[src/rtl/execute_stage.sv]
// Execute stage: operand forwarding, ALU, branch/jump resolution and the
// Execute/Memory pipeline register with stall (hold) and flush (bubble).
module execute_stage #(
   parameter int unsigned      XLEN           = 32,
   parameter logic [XLEN-1:0]  RESET_PC_PLUS4 = '0
) (
   input  logic            clk,
   input  logic            rst_n,
   input  logic            RegWriteE,
   input  logic [1:0]      ResultSrcE,
   input  logic            MemWriteE,
   input  logic            JumpE,
   input  logic            JalrE,
   input  logic            BranchE,
   input  logic [2:0]      funct3E,
   input  logic [3:0]      ALUControlE,
   input  logic            ALUSrcAE,
   input  logic            ALUSrcBE,
   input  logic [XLEN-1:0] rs1_data_E,
   input  logic [XLEN-1:0] rs2_data_E,
   input  logic [XLEN-1:0] PCE,
   input  logic [XLEN-1:0] immExtE,
   input  logic [XLEN-1:0] PCPlus4E,
   input  logic [4:0]      RdE,
   input  logic [1:0]      ForwardAE,
   input  logic [1:0]      ForwardBE,
   input  logic [XLEN-1:0] ResultW,
   input  logic            StallM,
   input  logic            FlushM,
   output logic            PCSrcE,
   output logic [XLEN-1:0] PCTargetE,
   output logic            RegWriteM,
   output logic            MemWriteM,
   output logic [1:0]      ResultSrcM,
   output logic [XLEN-1:0] ALUResultM,
   output logic [XLEN-1:0] WriteDataM,
   output logic [XLEN-1:0] PCPlus4M,
   output logic [4:0]      RdM
);

   logic [XLEN-1:0] src_a_fwd, src_b_fwd, src_a, src_b, alu_result_e;
   logic [4:0]      shamt;
   logic            branch_cond;

   logic            reg_write_q, reg_write_d;
   logic            mem_write_q, mem_write_d;
   logic [1:0]      result_src_q, result_src_d;
   logic [XLEN-1:0] alu_result_q, alu_result_d;
   logic [XLEN-1:0] write_data_q, write_data_d;
   logic [XLEN-1:0] pc_plus4_q, pc_plus4_d;
   logic [4:0]      rd_q, rd_d;

   // Forwarding muxes; the ALUResultM source is this stage's own registered result.
   always_comb begin
      case (ForwardAE)
         2'b01:   src_a_fwd = ResultW;
         2'b10:   src_a_fwd = alu_result_q;
         default: src_a_fwd = rs1_data_E;
      endcase
      case (ForwardBE)
         2'b01:   src_b_fwd = ResultW;
         2'b10:   src_b_fwd = alu_result_q;
         default: src_b_fwd = rs2_data_E;
      endcase
      src_a = ALUSrcAE ? PCE : src_a_fwd;
      src_b = ALUSrcBE ? immExtE : src_b_fwd;
   end

   // ALU; unused encodings return zero.
   always_comb begin
      shamt = src_b[4:0];
      case (ALUControlE)
         4'b0000: alu_result_e = src_a + src_b;
         4'b0001: alu_result_e = src_a - src_b;
         4'b0010: alu_result_e = src_a & src_b;
         4'b0011: alu_result_e = src_a | src_b;
         4'b0100: alu_result_e = src_a ^ src_b;
         4'b0101: alu_result_e = {{(XLEN-1){1'b0}}, ($signed(src_a) < $signed(src_b))};
         4'b0110: alu_result_e = {{(XLEN-1){1'b0}}, (src_a < src_b)};
         4'b0111: alu_result_e = src_a << shamt;
         4'b1000: alu_result_e = src_a >> shamt;
         4'b1001: alu_result_e = $signed(src_a) >>> shamt;
         4'b1010: alu_result_e = src_b;
         default: alu_result_e = '0;
      endcase
   end

   // Branch condition compares the forwarded registers, never PC/immediate.
   always_comb begin
      case (funct3E)
         3'b000:  branch_cond = (src_a_fwd == src_b_fwd);
         3'b001:  branch_cond = (src_a_fwd != src_b_fwd);
         3'b100:  branch_cond = ($signed(src_a_fwd) < $signed(src_b_fwd));
         3'b101:  branch_cond = ($signed(src_a_fwd) >= $signed(src_b_fwd));
         3'b110:  branch_cond = (src_a_fwd < src_b_fwd);
         3'b111:  branch_cond = (src_a_fwd >= src_b_fwd);
         default: branch_cond = 1'b0;
      endcase
      PCSrcE    = JumpE | (BranchE & branch_cond);
      PCTargetE = JalrE ? {alu_result_e[XLEN-1:1], 1'b0} : (PCE + immExtE);
   end

   // E/M next state: flush beats stall, stall holds, otherwise capture.
   always_comb begin
      reg_write_d  = reg_write_q;
      mem_write_d  = mem_write_q;
      result_src_d = result_src_q;
      alu_result_d = alu_result_q;
      write_data_d = write_data_q;
      pc_plus4_d   = pc_plus4_q;
      rd_d         = rd_q;
      if (FlushM) begin
         reg_write_d  = 1'b0;
         mem_write_d  = 1'b0;
         result_src_d = 2'b00;
         alu_result_d = '0;
         write_data_d = '0;
         pc_plus4_d   = '0;
         rd_d         = '0;
      end else if (!StallM) begin
         reg_write_d  = RegWriteE;
         mem_write_d  = MemWriteE;
         result_src_d = ResultSrcE;
         alu_result_d = alu_result_e;
         write_data_d = src_b_fwd;
         pc_plus4_d   = PCPlus4E;
         rd_d         = RdE;
      end
   end

   // E/M pipeline register with asynchronous clear.
   always_ff @(posedge clk or negedge rst_n) begin
      if (!rst_n) begin
         reg_write_q  <= 1'b0;
         mem_write_q  <= 1'b0;
         result_src_q <= 2'b00;
         alu_result_q <= '0;
         write_data_q <= '0;
         pc_plus4_q   <= RESET_PC_PLUS4;
         rd_q         <= '0;
      end else begin
         reg_write_q  <= reg_write_d;
         mem_write_q  <= mem_write_d;
         result_src_q <= result_src_d;
         alu_result_q <= alu_result_d;
         write_data_q <= write_data_d;
         pc_plus4_q   <= pc_plus4_d;
         rd_q         <= rd_d;
      end
   end

   assign RegWriteM  = reg_write_q;
   assign MemWriteM  = mem_write_q;
   assign ResultSrcM = result_src_q;
   assign ALUResultM = alu_result_q;
   assign WriteDataM = write_data_q;
   assign PCPlus4M   = pc_plus4_q;
   assign RdM        = rd_q;

endmodule

[config.mk]
export PLATFORM = sky130hd
export DESIGN_NAME = execute_stage
export DESIGN_NICKNAME = d
export VERILOG_FILES = /design/src/rtl/execute_stage.sv
export SDC_FILE = /design/constraint.sdc
export NUM_CORES = 1
export LEC_CHECK = 0
export ABC_AREA = 1
export CORE_ASPECT_RATIO = 0.8
export CORE_MARGIN = 2
export CORE_UTILIZATION = 25
export CTS_CLUSTER_SIZE = 30
export DETAILED_ROUTE_END_ITERATION = 8
export GPL_TIMING_DRIVEN = 0
export REMOVE_ABC_BUFFERS = 1
export SETUP_SLACK_MARGIN = 0.05
export SYNTH_ARGS = -nofsm -noshare
export SYNTH_HDL_FRONTEND = slang
export SYNTH_SLANG_ARGS = --single-unit
[constraint.sdc]
create_clock -name clk -period 5.2 [get_ports clk]
set_input_delay 1.04 -clock clk [delete_from_list [all_inputs] [get_ports clk]]
set_output_delay 1.04 -clock clk [all_outputs]
set_load 0.005 [all_outputs]
# Yosys cells after proc, flatten, opt, wreduce, memory -nomap -nowiden
# Index checks and enable logic that the tools add are counted.
# totals
elab_cells,69
out_inout_bits,138
input_bits,221
ff_bits,105
# classes
n_eq_ne,22
n_mux,21
shifts,3
bitwise_logic,5
reduce_logical,2
magnitude_cmp,6
n_addsub,3
# ops
operator,count
one-hot mux 32 bit (11 select lines),1
2-to-1 mux 32 bit,9
less-than comparator 32 bit,4
one-hot mux 32 bit (2 select lines),2
adder 32 bit,2
>= comparator 32 bit,2
AND 32 bit,1
== test 32 bit,1
inequality test 32 bit,1
bitwise OR 32 bit,1
left shift 32 x 5 -> 32 bit,1
>> shifter 32 x 5 -> 32 bit,1
>>> shifter 32 x 5 -> 32 bit,1
subtractor 32 bit,1
bitwise XOR 32 bit,1
== test 4 x 3 -> 1 bit (second input constant),4
== test 3 bit (second input constant),4
== test 4 bit (second input constant),3
2-to-1 mux 5 bit,2
== test 4 x 2 -> 1 bit (second input constant),2
one-hot mux 1 bit (6 select lines),1
== test 2 x 1 -> 1 bit (second input constant),2
== test 2 bit (second input constant),2
== test 4 x 1 -> 1 bit (second input constant),1
8 further kinds,12

# Depth between registers and ports, before layout
# depth
word_depth,7
ltp_mapped,29
depth_no_buf,27

# Least setup slack after synthesis
# Ideal clock, no wire load.
# synth_path
kind,input to output
from,input ForwardBE[0]
to,output PCTargetE[17]
slack_ps,62
t_required_ps,4160
cell_stages,27
arrival_time_ps,4098
path_cell_list,inv_1 > ha_1 > buf_6 > inv_4 > buf_6 > buf_6 > buf_2 > nand3_1 > o21ai_1 > nand2_1 > o21ai_2 > inv_1 > ha_1 > clkbuf_1 > nand2_1 > nor2_1 > nand2_1 > o21ai_1 > nand2_1 > nand2_1 > nand2_1 > nand3_1 > nand2_1 > nor2_1 > nand4_1 > nand2_1 > nand2_1
# synth_between
elab_chain_len,6
# synth_rtl
element,line_no,source
from (decl),26,"input logic [1:0] ForwardBE,"
== test 2 bit or == test 2 x 1 -> 1 bit (tied branches),60,case (ForwardBE)
one-hot mux 32 bit (2 select lines) *,60,
2-to-1 mux 32 bit *,66,src_b = ALUSrcBE ? immExtE : src_b_fwd;
subtractor 32 bit (tied with other cells),74,4'b0001: alu_result_e = src_a - src_b;
one-hot mux 32 bit (11 select lines) *,72,case (ALUControlE)
2-to-1 mux 32 bit *,100,"PCTargetE = JalrE ? {alu_result_e[XLEN-1:1], 1'b0} : (PCE + immExtE);"
to (decl),31,"output logic [XLEN-1:0] PCTargetE,"
# Every way passes the cells marked *; elsewhere a longest branch is shown, timed or not.

# Final worst setup path
# layout_path
from,input ALUSrcBE
to,output PCTargetE[20]
# layout_between
elab_chain_len,4
# layout_rtl
element,line_no,source
from (decl),18,"input logic ALUSrcBE,"
2-to-1 mux 32 bit *,66,
subtractor 32 bit (tied with other cells),74,
one-hot mux 32 bit (11 select lines) *,72,
2-to-1 mux 32 bit *,100,
# Marks and branches as above.

==> metrics.json <==
{
  "worstPathArrival": {"value": 4.71, "unit": "ns"},
  "worst_slew_pin_slew": {"value": 1.407, "unit": "ns"},
  "cp-end-kind": {"value": "output port"},
  "place.port_buffers": {"value": 358},
  "power.total": {"value": 6.936, "unit": "mW"},
  "synth-seq-area-share": {"value": 0.1417},
  "totalWireLength": {"value": 121900, "unit": "um"},
  "grtUsageMet3": {"value": 0.1181},
  "cts-hold-fix-buffers": {"value": 0},
  "core_occupancy_in_the_finished_layout": {"value": 0.4080},
  "cts_inserted_buffers": {"value": 9},
  "floorplan.die.width": {"value": 308.5, "unit": "um"},
  "final_weighted_congestion_of_routability_driven_global_placement": {"value": 0.9961},
  "achievable-frequency": {"value": 174.0, "unit": "MHz"},
  "min-delay-path-class": {"value": "flip-flop to flip-flop"},
  "grt_pass1_wl": {"value": 171100, "unit": "um"},
  "ant_nets": {"value": 0},
  "crit_type": {"value": "input pin to output port"},
  "most_frequent_cells_in_the_layout": {"value": "878 x sky130_fd_sc_hd__nand2_1, 438 x sky130_fd_sc_hd__nand3_1, 318 x sky130_fd_sc_hd__clkdlybuf4s50_1"},
  "maximum_capacitance_violations": {"value": 0},
  "synthesis.area_per_instance": {"value": 5.760, "unit": "um^2"},
  "h-tree-depth": {"value": 3},
  "cts_root_buf": {"value": "sky130_fd_sc_hd__clkbuf_16"},
  "grt-ovfl-total": {"value": 0},
  "maxSlewViolCount": {"value": 0},
  "drt_first_iter_violations": {"value": 3961},
  "worst_setup_path_start_kind": {"value": "input pin"},
  "placement_rows": {"value": 89},
  "num-nets-final": {"value": 4174},
  "grt_start_max_net_pins": {"value": 59},
  "floorplan.die.height": {"value": 247.6, "unit": "um"},
  "hold_viol_final": {"value": 0},
  "min_period_over_period": {"value": 1.105},
  "vdd.ir_drop.worst": {"value": 183.3, "unit": "uV"},
  "detail_route.wl_per_cell": {"value": 25.45, "unit": "um"},
  "ys_flop_type": {"value": "sky130_fd_sc_hd__dfrtp_1"},
  "synth-edff-count": {"value": 0},
  "ys.warnings.count": {"value": 0},
  "cts_tree": {"value": "yes"},
  "final-setup-viol-count": {"value": 33},
  "layout_setup_ws": {"value": -0.5483, "unit": "ns"},
  "leakagePower": {"value": 13.50, "unit": "nW"},
  "detailedRoute.firstPassIterationCount": {"value": 8},
  "syn2layout_area_growth": {"value": 61.91, "unit": "%"},
  "first_global_vias": {"value": 24391},
  "critPathRequiredTime": {"value": 4.16, "unit": "ns"},
  "clk_pin_slew": {"value": 0.08, "unit": "ns"},
  "initial_core_util": {"value": 0.2520},
  "min_period": {"value": 5.748, "unit": "ns"},
  "clk-insertion-delay-late": {"value": 0.40, "unit": "ns"},
  "yosysUniqueCellTypes": {"value": 60},
  "fillerInstances": {"value": 7628},
  "netlist_area": {"value": 18550, "unit": "um^2"},
  "met2_capacity_usage_during_global_routing": {"value": 0.4083},
  "number_of_antenna_violations_at_the_first_check_in_global_routing": {"value": 2},
  "coreArea": {"value": 73610, "unit": "um^2"},
  "crit_fanout": {"value": 23},
  "grt_util_met1": {"value": 0.4345},
  "clock_tree.buffer_depth": {"value": 2},
  "detail_route.vias_per_cell": {"value": 5.658},
  "grt_setup_unrepaired": {"value": "yes"},
  "postSynthCellCount": {"value": 3220},
  "failed_checks": {"value": "negative setup slack"},
  "finalClockSkew": {"value": 0.01773, "unit": "ns"},
  "gr_busiest_metal": {"value": "met1"},
  "power_per_cell_area": {"value": 231.0, "unit": "nW/um^2"},
  "vias": {"value": 27091},
  "layout-drive-gt1-share": {"value": 0.2858},
  "slew-limit-headroom": {"value": 0.05861},
  "cts.sinks": {"value": 105},
  "postSynthRegisterBits": {"value": 105},
  "mostFrequentLayoutCell": {"value": "sky130_fd_sc_hd__nand2_1"},
  "async_flop_share": {"value": 1.000},
  "hpwl": {"value": 83580, "unit": "um"},
  "area_enclosed_by_the_die_boundary": {"value": 76400, "unit": "um^2"},
  "io_pins": {"value": 359},
  "run_status": {"value": "finished, violations left"},
  "drc": {"value": 0},
  "global_route.usage.total": {"value": 0.3031}
}
## repair_timing
item	CTS	global route
setup buffers	303	43
cloned	25	0
endpoints found under the hold margin	0	0
endpoints found under the setup margin	64	38
gates resized for setup	989	191
pin swaps	214	139
## routing by layer
layer  vias up  wire [um]
met2      1963      47010
li1      11948          -
met3       282      18110
met5         -        358
met4         8       4557
met1     12890      51830
## cells in the mapped netlist (all sizes together), types with 2 or more instances
| library cell | count | area share |
|---|---|---|
| a21oi | 181 | 0.049 |
| o22ai | 15 | 0.0051 |
| a22o | 44 | 0.021 |
| ha | 169 | 0.11 |
| xnor2 | 9 | 0.0043 |
| clkinv | 2 | 0.00040 |
| fa | 3 | 0.0032 |
| o21bai | 7 | 0.0028 |
| o211ai | 20 | 0.0086 |
| a211oi | 7 | 0.0028 |
| a221o | 5 | 0.0027 |
| clkbuf | 72 | 0.015 |
| inv | 305 | 0.062 |
| a221oi | 16 | 0.0076 |
| nand4 | 29 | 0.0098 |
| o221ai | 9 | 0.0043 |
| buf | 92 | 0.031 |
| o21ai | 273 | 0.078 |
| a21o | 7 | 0.0028 |
| xor2 | 16 | 0.0076 |
| and2 | 6 | 0.0020 |
| dfrtp | 105 | 0.14 |
| or2 | 31 | 0.010 |
| o31ai | 2 | 0.00081 |
| a31oi | 8 | 0.0027 |
| and3 | 2 | 0.00067 |
| nand2 | 1006 | 0.21 |
| nor3 | 24 | 0.0065 |
| nor4 | 6 | 0.0020 |
| a21boi | 9 | 0.0045 |
| nor2 | 205 | 0.042 |
| nand3 | 516 | 0.14 |
| a2111oi | 2 | 0.00094 |
| o21a | 11 | 0.0045 |
## worst max-delay path, stage by stage
cell,delay [ns]
sky130_fd_sc_hd__buf_4,0.26
sky130_fd_sc_hd__buf_12,0.25
sky130_fd_sc_hd__nand2_1,0.41
sky130_fd_sc_hd__nand2_8,0.28
sky130_fd_sc_hd__ha_4,0.18
sky130_fd_sc_hd__inv_4,0.04
sky130_fd_sc_hd__fa_2,0.38
sky130_fd_sc_hd__inv_2,0.11
sky130_fd_sc_hd__nand2_4,0.08
sky130_fd_sc_hd__nand2_4,0.07
sky130_fd_sc_hd__o21ai_4,0.06
sky130_fd_sc_hd__o21ai_2,0.17
sky130_fd_sc_hd__inv_2,0.08
sky130_fd_sc_hd__o21ai_4,0.14
sky130_fd_sc_hd__buf_6,0.15
sky130_fd_sc_hd__nand2_4,0.05
sky130_fd_sc_hd__inv_2,0.07
sky130_fd_sc_hd__o21ai_1,0.05
sky130_fd_sc_hd__nand3_1,0.09
sky130_fd_sc_hd__nand2_2,0.08
sky130_fd_sc_hd__nor2_4,0.14
sky130_fd_sc_hd__nand3_2,0.13
sky130_fd_sc_hd__nand2_1,0.10
sky130_fd_sc_hd__nand2_1,0.07
sky130_fd_sc_hd__buf_2,0.14
## cell type report
| type | instances | area [um^2] | area share |
|---|---|---|---|
| inverters | 307 | 1334 | 0.04441 |
| well taps | 1001 | 1252 | 0.04170 |
| diodes | 1 | 2.502 | 0.00008333 |
| multi-input cells | 2651 | 17410 | 0.5798 |
| repair inverters | 13 | 177.7 | 0.005916 |
| flip-flops and latches | 105 | 2628 | 0.08749 |
| repair buffers | 694 | 6922 | 0.2305 |
| clock inverters | 6 | 73.82 | 0.002458 |
| clock buffers | 10 | 229.0 | 0.007624 |
## flip-flops by register name, summed over array words and instances, names as in the netlist
register	count
MemWriteM	1
RegWriteM	1
ALUResultM	32
PCPlus4M	32
RdM	5
ResultSrcM	2
WriteDataM	32
## power by group
group	leakage, nW	internal, mW	total [mW]	switching [mW]
Clock	0.142	0.382	0.778	0.396
Sequential	1.41	0.871	0.918	0.0469
Combinational	11.9	2.05	5.24	3.19
Total	13.5	3.31	6.94	3.63
## final timing paths
path                            slack, ns           start  cells past startpoint             end
min in group asynchronous            0.62           rst_n                      1          RdM[3]
worst min-delay path                 0.49  WriteDataM[10]                      2  WriteDataM[10]
worst max register to register       0.39   ALUResultM[3]                     33  ALUResultM[21]
worst max-delay path                -0.55        ALUSrcBE                     25   PCTargetE[20]
worst min register to register       0.49  WriteDataM[10]                      2  WriteDataM[10]
max in group asynchronous            3.84           rst_n                      2  ALUResultM[29]
## per-stage QoR
stage / cell area, um^2 / TNS, ns / cells / hold slack (ns) / worst slack, ns
floorplan: 17700 / -68.90 / 3056 / 0.4725 / -1.738
global placement: 22530 / -739.51 / 4415 / 0.4659 / -6.073
detailed placement: 22980 / -151.66 / 4432 / 0.4719 / -3.601
CTS: 29020 / -5.742 / 4758 / 0.4903 / -0.3412
global route: 30030 / -13.94 / 4787 / 0.5056 / -0.5713
finish: 30030 / -11.97 / 4788 / 0.4872 / -0.5483
## cells by family after synthesis
family,count (synthesis),synth area share
AOI/OAI and AO/OA,621,0.2001
buffers and inverters,471,0.1083
and+or+nand+nor,1826,0.4209
DFF,105,0.1417
xor gates and xnor gates,25,0.01181
adders and majority gates,172,0.1172
(Power assumes the default switching activity.)
